--- src/rtl/instruction_fetch_unit.sv ---
// instruction_fetch_unit: owns the PC, addresses the synchronous instruction memory and
// buffers one-cycle-latency returns in a prefetch FIFO presented to decode via valid/ready.
module instruction_fetch_unit #(
  parameter int PC_WIDTH = 64,
  parameter logic [PC_WIDTH-1:0] RESET_PC = '0,
  parameter int FIFO_DEPTH = 2
) (
  input  logic                clock,
  input  logic                reset,
  input  logic                fetch_enable,
  input  logic                redirect_valid,
  input  logic [PC_WIDTH-1:0] redirect_pc,
  output logic [PC_WIDTH-1:0] mem_readAddress,
  input  logic [31:0]         mem_instruction,
  output logic                inst_valid,
  input  logic                inst_ready,
  output logic [31:0]         inst_out,
  output logic [PC_WIDTH-1:0] inst_pc
);
  localparam int AW = FIFO_DEPTH > 1 ? $clog2(FIFO_DEPTH) : 1;
  localparam int CW = $clog2(FIFO_DEPTH + 1);
  typedef enum logic {IDLE, RUN} state_t;
  state_t state, state_nx;
  logic run, pop, push, issue, inflight;
  logic [PC_WIDTH-1:0] pc, inflight_pc;
  logic [AW-1:0] head, tail;
  logic [CW-1:0] count;
  logic [CW:0] used;
  logic [31:0] fifo_inst [FIFO_DEPTH];
  logic [PC_WIDTH-1:0] fifo_pc [FIFO_DEPTH];

  function automatic logic [AW-1:0] nxt(input logic [AW-1:0] p);
    return p == AW'(FIFO_DEPTH - 1) ? '0 : p + 1'b1;
  endfunction

  always_ff @(posedge clock or posedge reset)
    if (reset) state <= IDLE;
    else state <= state_nx;

  always_comb state_nx = fetch_enable ? RUN : IDLE;

  // The enabling cycle itself already issues, so fetch starts without a bubble.
  always_comb run = state == RUN || state_nx == RUN;

  assign inst_valid = count != '0;
  assign pop = inst_valid && inst_ready;
  assign push = inflight && !redirect_valid;
  assign used = {1'b0, count} + (CW+1)'(inflight) - (CW+1)'(pop);
  assign issue = run && fetch_enable && !redirect_valid && used < (CW+1)'(FIFO_DEPTH);
  assign mem_readAddress = pc >> 2;
  assign inst_out = inst_valid ? fifo_inst[head] : '0;
  assign inst_pc = inst_valid ? fifo_pc[head] : '0;

  always_ff @(posedge clock or posedge reset)
    if (reset) begin
      pc <= RESET_PC;
      inflight <= 1'b0;
      inflight_pc <= '0;
      head <= '0;
      tail <= '0;
      count <= '0;
    end else if (redirect_valid) begin
      pc <= redirect_pc & ~PC_WIDTH'(3);
      inflight <= 1'b0;
      head <= '0;
      tail <= '0;
      count <= '0;
    end else begin
      if (issue) begin
        pc <= pc + PC_WIDTH'(4);
        inflight_pc <= pc;
      end
      inflight <= issue;
      if (push) tail <= nxt(tail);
      if (pop) head <= nxt(head);
      count <= count + CW'(push) - CW'(pop);
    end

  // Storage is qualified by count, so it needs no reset.
  always_ff @(posedge clock)
    if (push) begin
      fifo_inst[tail] <= mem_instruction;
      fifo_pc[tail] <= inflight_pc;
    end
endmodule

--- config.mk ---
export PLATFORM = sky130hd
export DESIGN_NAME = instruction_fetch_unit
export DESIGN_NICKNAME = d
export VERILOG_FILES = /design/src/rtl/instruction_fetch_unit.sv
export SDC_FILE = /design/constraint.sdc
export NUM_CORES = 1
export LEC_CHECK = 0
export CAP_MARGIN = 5
export CORE_MARGIN = 2
export CORE_UTILIZATION = 55
export CTS_BUF_LIST = sky130_fd_sc_hd__clkbuf_4 sky130_fd_sc_hd__clkbuf_8
export CTS_CLUSTER_DIAMETER = 30
export DETAILED_ROUTE_END_ITERATION = 10
export HOLD_SLACK_MARGIN = 0.08
export PLACE_DENSITY = 0.91
export SYNTH_ARGS = -nofsm -noshare
export SYNTH_HDL_FRONTEND = slang
export SYNTH_SLANG_ARGS = --single-unit
--- constraint.sdc ---
create_clock -name clock -period 14.97 [get_ports clock]
set_input_delay 4.491 -clock clock [delete_from_list [all_inputs] [get_ports clock]]
set_output_delay 4.491 -clock clock [all_outputs]
set_load 0.005 [all_outputs]
==> impl_metrics.yaml, run 1 <==
outcome:
  status: "complete, no violations"
synthesis:
  yosysUniqueCellTypes: 51
  yosysMostFrequentCell: "edfxtp_1"
  ys_seq_elements: 317
  synth_edf_count: 188
  async_flop_share_pct: 40.69
  synth_area_leaders: "edfxtp_1 42%, dfrtp_1 24%, mux2i_1 7.2%, mux2_2 5.3%, nor2_1 3.3%"
  yosys.area.top_type: "edfxtp_1"
  ys_dominant_reg_cell: "edfxtp_1"
  syn-instance-count: 1009
  synth_top_area_share_pct: 41.91
  synth_warnings: 0
  synth_common_cells: "188 x edfxtp_1, 129 x dfrtp_1, 120 x nor2_1"
  postSynthAreaPerCell_um2: 13.35
  syn_area_mm2: 0.01347
  ys_seq_area_share_pct: 65.88
job:
  maxCapViolations: 0
route:
  ant_nets: 0
  drc: 0
  drt_iter0_markers: 915
  vias: 9723
  vias_per_cell: 5.868
  wirelength_um: 35620
  drtPass1Iterations: 5
  wire_per_inst_um: 21.50
clock_tree:
  clk_path_buf_depth: 3
  h-tree-depth: 2
  cts_buffers: 58
  hold_buffers: 0
  cts.sinks: 317
  path_clk_slew_ns: 0.06
  post_cts_resized: 0
  insertion_delay_ns: 0.59
  cts-root-buf: "clkbuf_8"
  cts_setup_buffers: 0
  cts_tree: "done"
sta:
  worst_clock_skew_ns: 0.02652
  min_period_over_period_pct: 52.96
  worst_slack_ns: 7.041
  hold_viol_final: 0
  whs_ns: 0.4631
  fmax_ghz: 0.1261
  period_needed_ns: 7.929
  relSlewSlack_pct: 18.70
  setup_tns_ns: 0
  setup_viol: 0
  tightest_slew_ns: 1.208
  rsz0062_at_grt: "false"
  maxSlewViolCount: 0
pwr:
  clkPwrFrac_pct: 29.8
  internal-power_mw: 2.227
  sw_frac_of_total_pct: 29.46
  p_sw_mw: 0.9302
  powerDensity_mw_per_mm2: 178.5
  seqPwrFrac_pct: 41.6
  p_leak_nw: 6.276
  ir_worst_vdd_mv: 0.1212
  pwr-share-comb_pct: 28.6
final_layout:
  nets: 1387
  area_growth_pct: 31.36
  layout.cells.non_filler: 1657
  final_util_pct: 73.18
  drive_gt1_share_pct: 14.95
place:
  port_buffers: 255
  dpl.hpwl_um: 22600
  place_inst: 1545
  place_congestion: 0.9064
  dp_slack_ns: 6.533
critical_path:
  critical_path.max_fanout: 15
  cp.required_ns: 15.46
  crit_path_end_kind: "register"
  cp-start-kind: "input port"
  path_class: "input port to register"
  arrival_ns: 8.42
floorplan:
  ios: 262
  fp.dieH_um: 160.5
  core_region_area_mm2: 0.02418
  die-area_mm2: 0.02576
  fp.dieW_um: 160.5
  start_util_pct: 55.71
  row_count: 57
worst_hold_path:
  hp-class: "register to register"
global_route:
  first_global_vias: 9813
  track_usage_pct: 27.38
  grt_antenna_before_repair: 2
  grt_pass1_wl_um: 54710
  grt_max_degree: 75
  grt-ovfl-total: 0
==> routing by layer <==
metal | global-route usage, % | routed length, µm | up-vias
li1 | - | - | 4295
met1 | 34.42 | 13400 | 4794
met2 | 46.39 | 17720 | 533
met3 | 6.327 | 3341 | 101
met4 | 10.69 | 1158 | 0
met5 | 0 | 0 | -
==> cells by family (layout without fill, tap and decap cells) <==
logic type,after synthesis,in the layout,share of synthesized area [%]
flip-flops,317,317,65.88
multiplexers,161,161,12.56
AND/OR/NAND/NOR,350,350,13.35
adder cells (fa/ha/maj),5,5,0.5202
other,1,6,0.02784
XOR/XNOR,32,32,2.081
buffers and inverters,64,383,1.904
AO/OA/AOI/OAI,79,79,3.679
==> layout by cell type, fill, tap and decap left out, drive strengths merged, types with 14 or more instances in the layout <==
master	netlist	routed
nand4	33	33
mux2	64	64
clkinv	1	16
nor2	120	120
clkbuf	40	84
or4	20	20
mux2i	97	97
xor2	23	23
a31oi	16	16
nand2	63	63
dfrtp	129	129
o21ai	37	37
nand3	46	46
edfxtp	188	188
nor4	14	14
clkdlybuf4s50	0	254
==> stage by stage <==
step	instance area, µm²	total power, mW
CTS	17690	3.173
floorplan	13480	1.761
global route	17690	3.295
global placement	16310	2.177
detailed placement	16310	2.224
finish	17690	3.157
==> worst max-delay path: stages <==
cell and delay (ns):
clkdlybuf4s50_1 0.45, nor2b_1 0.20, ha_1 0.27, inv_1 0.08, nand2_1 0.06, fa_1 0.50
nand2_1 0.20, nor4_4 0.65, nand3_1 0.63, or4_1 0.68, a31oi_1 0.20
==> state kept, by name (all words and copies together), names as in the netlist <==
name         flops
fifo_pc        124
fifo_inst       64
inflight_pc     62
pc              62
count            2
head             1
inflight         1
tail             1
==> layout make-up <==
cell class                      instances  area [µm²]
Antenna cell                            2       5.005
Tap cell                              324       405.4
Timing Repair Buffer                  263        2608
Clock buffer                           84        1062
Inverter                               10       42.54
Fill cell                            1502        6484
Sequential cell                       317        8877
Clock inverter                         26       320.3
Multi-Input combinational cell        631        4373
==> path summary, 6_finish.rpt <==
check	end	cells after the start	from	slack [ns]
worst max-delay path	pc[57]	11	inst_ready	7.04
worst min-delay path	fifo_pc[1][62]	0	inflight_pc[62]	0.46
worst max register to register	pc[57]	12	count[1]	9.37
worst min register to register	fifo_pc[1][62]	0	inflight_pc[62]	0.46
max in group asynchronous	head	3	reset	9.07
min in group asynchronous	inflight_pc[48]	2	reset	4.37
==> power groups by stage <==
stage	logic (mW)	clock network (mW)	registers [mW]
floorplan	0.506	0	1.26
global placement	0.874	0	1.30
detailed placement	0.899	0	1.32
CTS	0.909	0.953	1.31
global route	0.968	0.994	1.33
finish	0.903	0.942	1.31
(Power assumes the default switching activity.)
==> inputs of run 2 (changes only) <==
--- a/config.mk
+++ b/config.mk
@@ -7,12 +7,12 @@
 export LEC_CHECK = 0
 export CAP_MARGIN = 5
 export CORE_MARGIN = 2
-export CORE_UTILIZATION = 55
+export CORE_UTILIZATION = 54
 export CTS_BUF_LIST = sky130_fd_sc_hd__clkbuf_4 sky130_fd_sc_hd__clkbuf_8
 export CTS_CLUSTER_DIAMETER = 30
 export DETAILED_ROUTE_END_ITERATION = 10
 export HOLD_SLACK_MARGIN = 0.08
-export PLACE_DENSITY = 0.91
+export PLACE_DENSITY = 0.9
 export SYNTH_ARGS = -nofsm -noshare
 export SYNTH_HDL_FRONTEND = slang
 export SYNTH_SLANG_ARGS = --single-unit
==> constraint.sdc (replaced) <==
create_clock -name clock -period 8.3 [get_ports clock]
set_input_delay 2.49 -clock clock [delete_from_list [all_inputs] [get_ports clock]]
set_output_delay 2.49 -clock clock [all_outputs]
set_load 0.005 [all_outputs]
==> impl_metrics.yaml, run 2 (synthesized netlist as in run 1, its figures left out) <==
outcome:
  status: "complete, no violations"
sta:
  relSlewSlack_pct: 17.77
  whs_ns: 0.4616
  rsz0062_at_grt: "false"
  tightest_slew_ns: 1.233
  maxSlewViolCount: 0
  setup_viol: 0
  worst_clock_skew_ns: 0.02756
  worst_slack_ns: 2.298
  hold_viol_final: 0
  fmax_ghz: 0.1666
  setup_tns_ns: 0
  period_needed_ns: 6.002
  min_period_over_period_pct: 72.32
critical_path:
  r2r_end: "pc[61]"
  reg2reg_slack_ns: 3.22
  cp.required_ns: 8.79
  max_stage_delay_ns: 0.69
  arrival_ns: 6.49
  crit_path_end_kind: "register"
  path_class: "input port to register"
  cp-start-kind: "input port"
  r2r-start: "count[1]"
  crit_path_frequent_cell: "nand2_1"
  reg2reg_depth: 11
  cp_slowest_cell: "nor4_4"
  critical_path.max_fanout: 15
  worstPathCellList: "clkdlybuf4s50_1, nor2b_1, ha_1, inv_1, nand2_1, fa_1, nand2_1, nor4_4, nand3_1, or4_1, a31oi_1"
route:
  wirelength_um: 34210
  wire_per_inst_um: 20.62
  drtPass1Iterations: 5
  drt_iter0_markers: 759
  ant_nets: 0
  vias: 9592
  drc: 0
  vias_per_cell: 5.782
clock_tree:
  cts-root-buf: "clkbuf_8"
  cts_buffers: 59
  path_clk_slew_ns: 0.06
  h-tree-depth: 2
  post_cts_resized: 0
  cts.sinks: 317
  cts_setup_buffers: 0
  hold_buffers: 0
  cts_tree: "done"
  clk_path_buf_depth: 3
  insertion_delay_ns: 0.59
worst_hold_path:
  holdPathStages: 0
  min_to: "fifo_pc[1][33]"
  hp-class: "register to register"
  hp-start: "inflight_pc[33]"
pwr:
  ir_worst_vdd_mv: 0.2187
  powerDensity_mw_per_mm2: 322.8
  p_leak_nw: 6.270
global_route:
  first_global_vias: 9791
  met1_usage_pct: 33.18
  grtUsageMet3_pct: 6.563
  track_usage_pct: 25.98
  grt_antenna_before_repair: 3
  grtUsageMet2_pct: 42.82
  grt_max_degree: 84
  grt-ovfl-total: 0
  grt_busiest_layer: "met2"
  grt_pass1_wl_um: 53220
final_layout:
  nets: 1388
  regMostFlops: "fifo_pc"
  drive_gt1_share_pct: 14.78
  final_common_cell: "clkdlybuf4s50_1"
  top_regs: "fifo_pc: 124 flops, fifo_inst: 64 flops"
  largest_reg_flops: 124
  layout_common_cells: "254 x clkdlybuf4s50_1, 188 x edfxtp_1, 128 x dfrtp_1"
  area_growth_pct: 31.59
  final_util_pct: 72.67
floorplan:
  die-area_mm2: 0.02622
  row_count: 57
  start_util_pct: 55.22
  fp.dieW_um: 161.9
  ios: 262
  fp.dieH_um: 161.9
  core_region_area_mm2: 0.02439
place:
  port_buffers: 255
  dpl.hpwl_um: 21930
  place_congestion: 0.8500
  dp_slack_ns: 1.840
job:
  maxCapViolations: 0
==> run 2: cell count changes in the layout (fill, tap and decap cells not counted) <==
cell        delta
clkinv_1       +4
inv_6          +1
clkbuf_8       -5
clkinv_2       +2
clkbuf_4       -6
clkinvlp_4     +4
bufinv_16      +3
clkinv_4       -1
==> run 2: worst max path at each step <==
stage	cells after the start	startpoint	slack (ns)	endpoint
after floorplan	4	redirect_valid	0.56	fifo_inst[0][0]
after global placement	11	inst_ready	1.94	pc[61]
after detailed placement	11	inst_ready	1.84	pc[51]
after CTS	11	inst_ready	2.39	pc[61]
after global routing	11	inst_ready	2.12	pc[61]
final	11	inst_ready	2.30	pc[61]
==> run 2: critical path: cells and delay by family <==
| family | cells | cell delay, ns |
|---|---|---|
| buf+inv | 2 | 0.53 |
| compound gates | 1 | 0.20 |
| fa+ha+maj | 2 | 0.78 |
| simple gates | 6 | 2.51 |
==> run 2: report_power, final <==
part	switching (mW)	leakage, nW	internal, mW
clock	0.674	0.706	1.07
combinational	0.722	2.33	0.885
sequential	0.279	3.23	2.09
total	1.67	6.27	4.05
==> run 2: area by class of cell <==
cell class                 instances  area [µm²]
fill                            1534        6666
clock inverter                    39       465.4
timing repair buffer             263        2608
antenna                            2       5.005
clock buffer                      73       948.4
inverter                          10       42.54
sequential                       317        8877
multi-input combinational        631        4373
tap                              324       405.4
==> run 2: layer usage <==
layer	vias up	routed length, µm
li1	4311	-
met1	4699	13240
met2	486	16690
met3	94	3133
met4	2	1128
met5	-	16
==> run 2: per-stage QoR <==
stage | cells | power (mW) | cell area, µm²
after global routing | 1657 | 5.985 | 17720
final | 1659 | 5.721 | 17720
after floorplan | 1012 | 3.177 | 13480
after CTS | 1657 | 5.759 | 17720
after global placement | 1545 | 3.924 | 16310
after detailed placement | 1545 | 3.998 | 16310
==> inputs of run 3 (changes only) <==
==> constraint.sdc (replaced) <==
create_clock -name clock -period 5.7 [get_ports clock]
set_input_delay 1.71 -clock clock [delete_from_list [all_inputs] [get_ports clock]]
set_output_delay 1.71 -clock clock [all_outputs]
set_load 0.005 [all_outputs]
==> impl_metrics.yaml, run 3 (synthesized netlist as in run 1, its figures left out) <==
sta:
  rsz0062_at_grt: "false"
  period_needed_ns: 4.896
  setup_viol: 0
  fmax_ghz: 0.2043
  min_period_over_period_pct: 85.89
  worst_clock_skew_ns: 0.02405
  relSlewSlack_pct: 16.94
  tightest_slew_ns: 1.234
  whs_ns: 0.4598
  hold_viol_final: 0
  maxSlewViolCount: 0
  setup_tns_ns: 0
global_route:
  grt-ovfl-total: 0
  grt_antenna_before_repair: 5
  track_usage_pct: 26.48
  first_global_vias: 9707
  grt_max_degree: 96
  grt_pass1_wl_um: 54170
critical_path:
  path_class: "input port to register"
  cp-start-kind: "input port"
  reg2reg_slack_ns: 1.87
  arrival_ns: 5.38
  crit_path_end_kind: "register"
  critical_path.max_fanout: 11
  cp.required_ns: 6.18
final_layout:
  final_common_cell: "clkdlybuf4s50_1"
  final_area_mm2: 0.01785
  top_regs: "fifo_pc: 124 flops, fifo_inst: 64 flops"
  nFillCells: 1578
  regMostFlops: "fifo_pc"
  nets: 1394
  layout_common_cells: "254 x clkdlybuf4s50_1, 188 x edfxtp_1, 128 x dfrtp_1"
  largest_reg_flops: 124
  area_growth_pct: 32.52
  final_util_pct: 73.18
  drive_gt1_share_pct: 15.61
clock_tree:
  cts.sinks: 317
  post_cts_resized: 0
  h-tree-depth: 2
  cts_buffers: 59
  path_clk_slew_ns: 0.07
  cts-root-buf: "clkbuf_8"
  cts_tree: "done"
  clk_path_buf_depth: 3
  hold_buffers: 0
  cts_setup_buffers: 0
  insertion_delay_ns: 0.59
job:
  maxCapViolations: 0
floorplan:
  fp.dieW_um: 161.9
  die-area_mm2: 0.02622
  fp.dieH_um: 161.9
  row_count: 57
  ios: 262
  start_util_pct: 55.22
  core_region_area_mm2: 0.02439
route:
  drc: 0
  wirelength_um: 34920
  drtPass1Iterations: 5
  drt_iter0_markers: 960
  vias_per_cell: 5.810
  vias: 9668
  ant_nets: 0
  wire_per_inst_um: 20.99
pwr:
  power_mw: 8.449
  sw_frac_of_total_pct: 29.12
  powerDensity_mw_per_mm2: 473.3
  ir_worst_vdd_mv: 0.2989
  pwr-share-comb_pct: 28.2
  p_leak_nw: 6.335
  p_sw_mw: 2.460
  seqPwrFrac_pct: 40.6
  internal-power_mw: 5.989
  clkPwrFrac_pct: 31.2
place:
  port_buffers: 255
  placed_cell_area_mm2: 0.01639
  dpl.hpwl_um: 22180
  place_congestion: 0.8716
outcome:
  status: "complete, no violations"
worst_hold_path:
  hp-class: "register to register"
## run 3: cell count changes in the layout (fill, tap and decap cells not counted), sizes merged
| cell | previous run | this run |
|---|---|---|
| diode | 2 | 1 |
| clkbuf | 73 | 80 |
| buf | 9 | 15 |
| bufinv | 10 | 11 |
| clkinv | 21 | 13 |
## run 3: cell type report
cell class              count  area, µm²  share of cell area (%)
flip-flops and latches    317       8877                   49.73
multi-input cells         631       4373                   24.50
repair buffers            269       2690                   15.07
clock buffers              80      988.4                   5.538
clock inverters            32      470.5                   2.636
well taps                 324      405.4                   2.271
inverters                  10      42.54                  0.2383
diodes                      1      2.502                 0.01402
## run 3: metrics by stage
stage          cells  setup slack (ns)
2_1_floorplan   1012            0.5340
3_3_place_gp    1551            0.3892
3_5_place_dp    1551            0.2789
4_1_cts         1663            0.8557
5_1_grt         1663            0.6488
6_report        1664            0.8041
## run 3: worst paths after layout
path,startpoint,endpoint,cells past startpoint
max reg2reg,count[1],pc[56],11
min reg2reg,inflight_pc[33],fifo_pc[0][33],0
max in group asynchronous,reset,pc[60],3
max,inst_ready,pc[56],11
min in group asynchronous,reset,pc[33],2
min,inflight_pc[33],fifo_pc[0][33],0
## run 3: worst max-delay path: stages
cell	delay [ns]
clkdlybuf4s50_1	0.46
nor2b_1	0.23
ha_1	0.28
inv_1	0.07
nand2_1	0.06
fa_1	0.51
nand2_1	0.20
nor4_2	0.65
nand2_1	0.39
or4_1	0.59
a31oi_1	0.21
## run 3: power by group through the flow
stage	Clock [mW]	Combinational, mW	Sequential (mW)
after floorplan	0	1.33	3.29
after CTS	2.67	2.42	3.43
after global routing	2.79	2.56	3.48
after detailed placement	0	2.39	3.46
final	2.64	2.39	3.43
after global placement	0	2.32	3.41
## run 3: metal layers
layer	vias up	share of wire, %	global-route usage [%]	wire, µm
li1	4316	-	-	-
met1	4798	39	33.99	13640
met2	468	49	44.33	17250
met3	82	8.9	7.074	3096
met4	4	2.6	8.286	911
met5	-	0.086	0	30
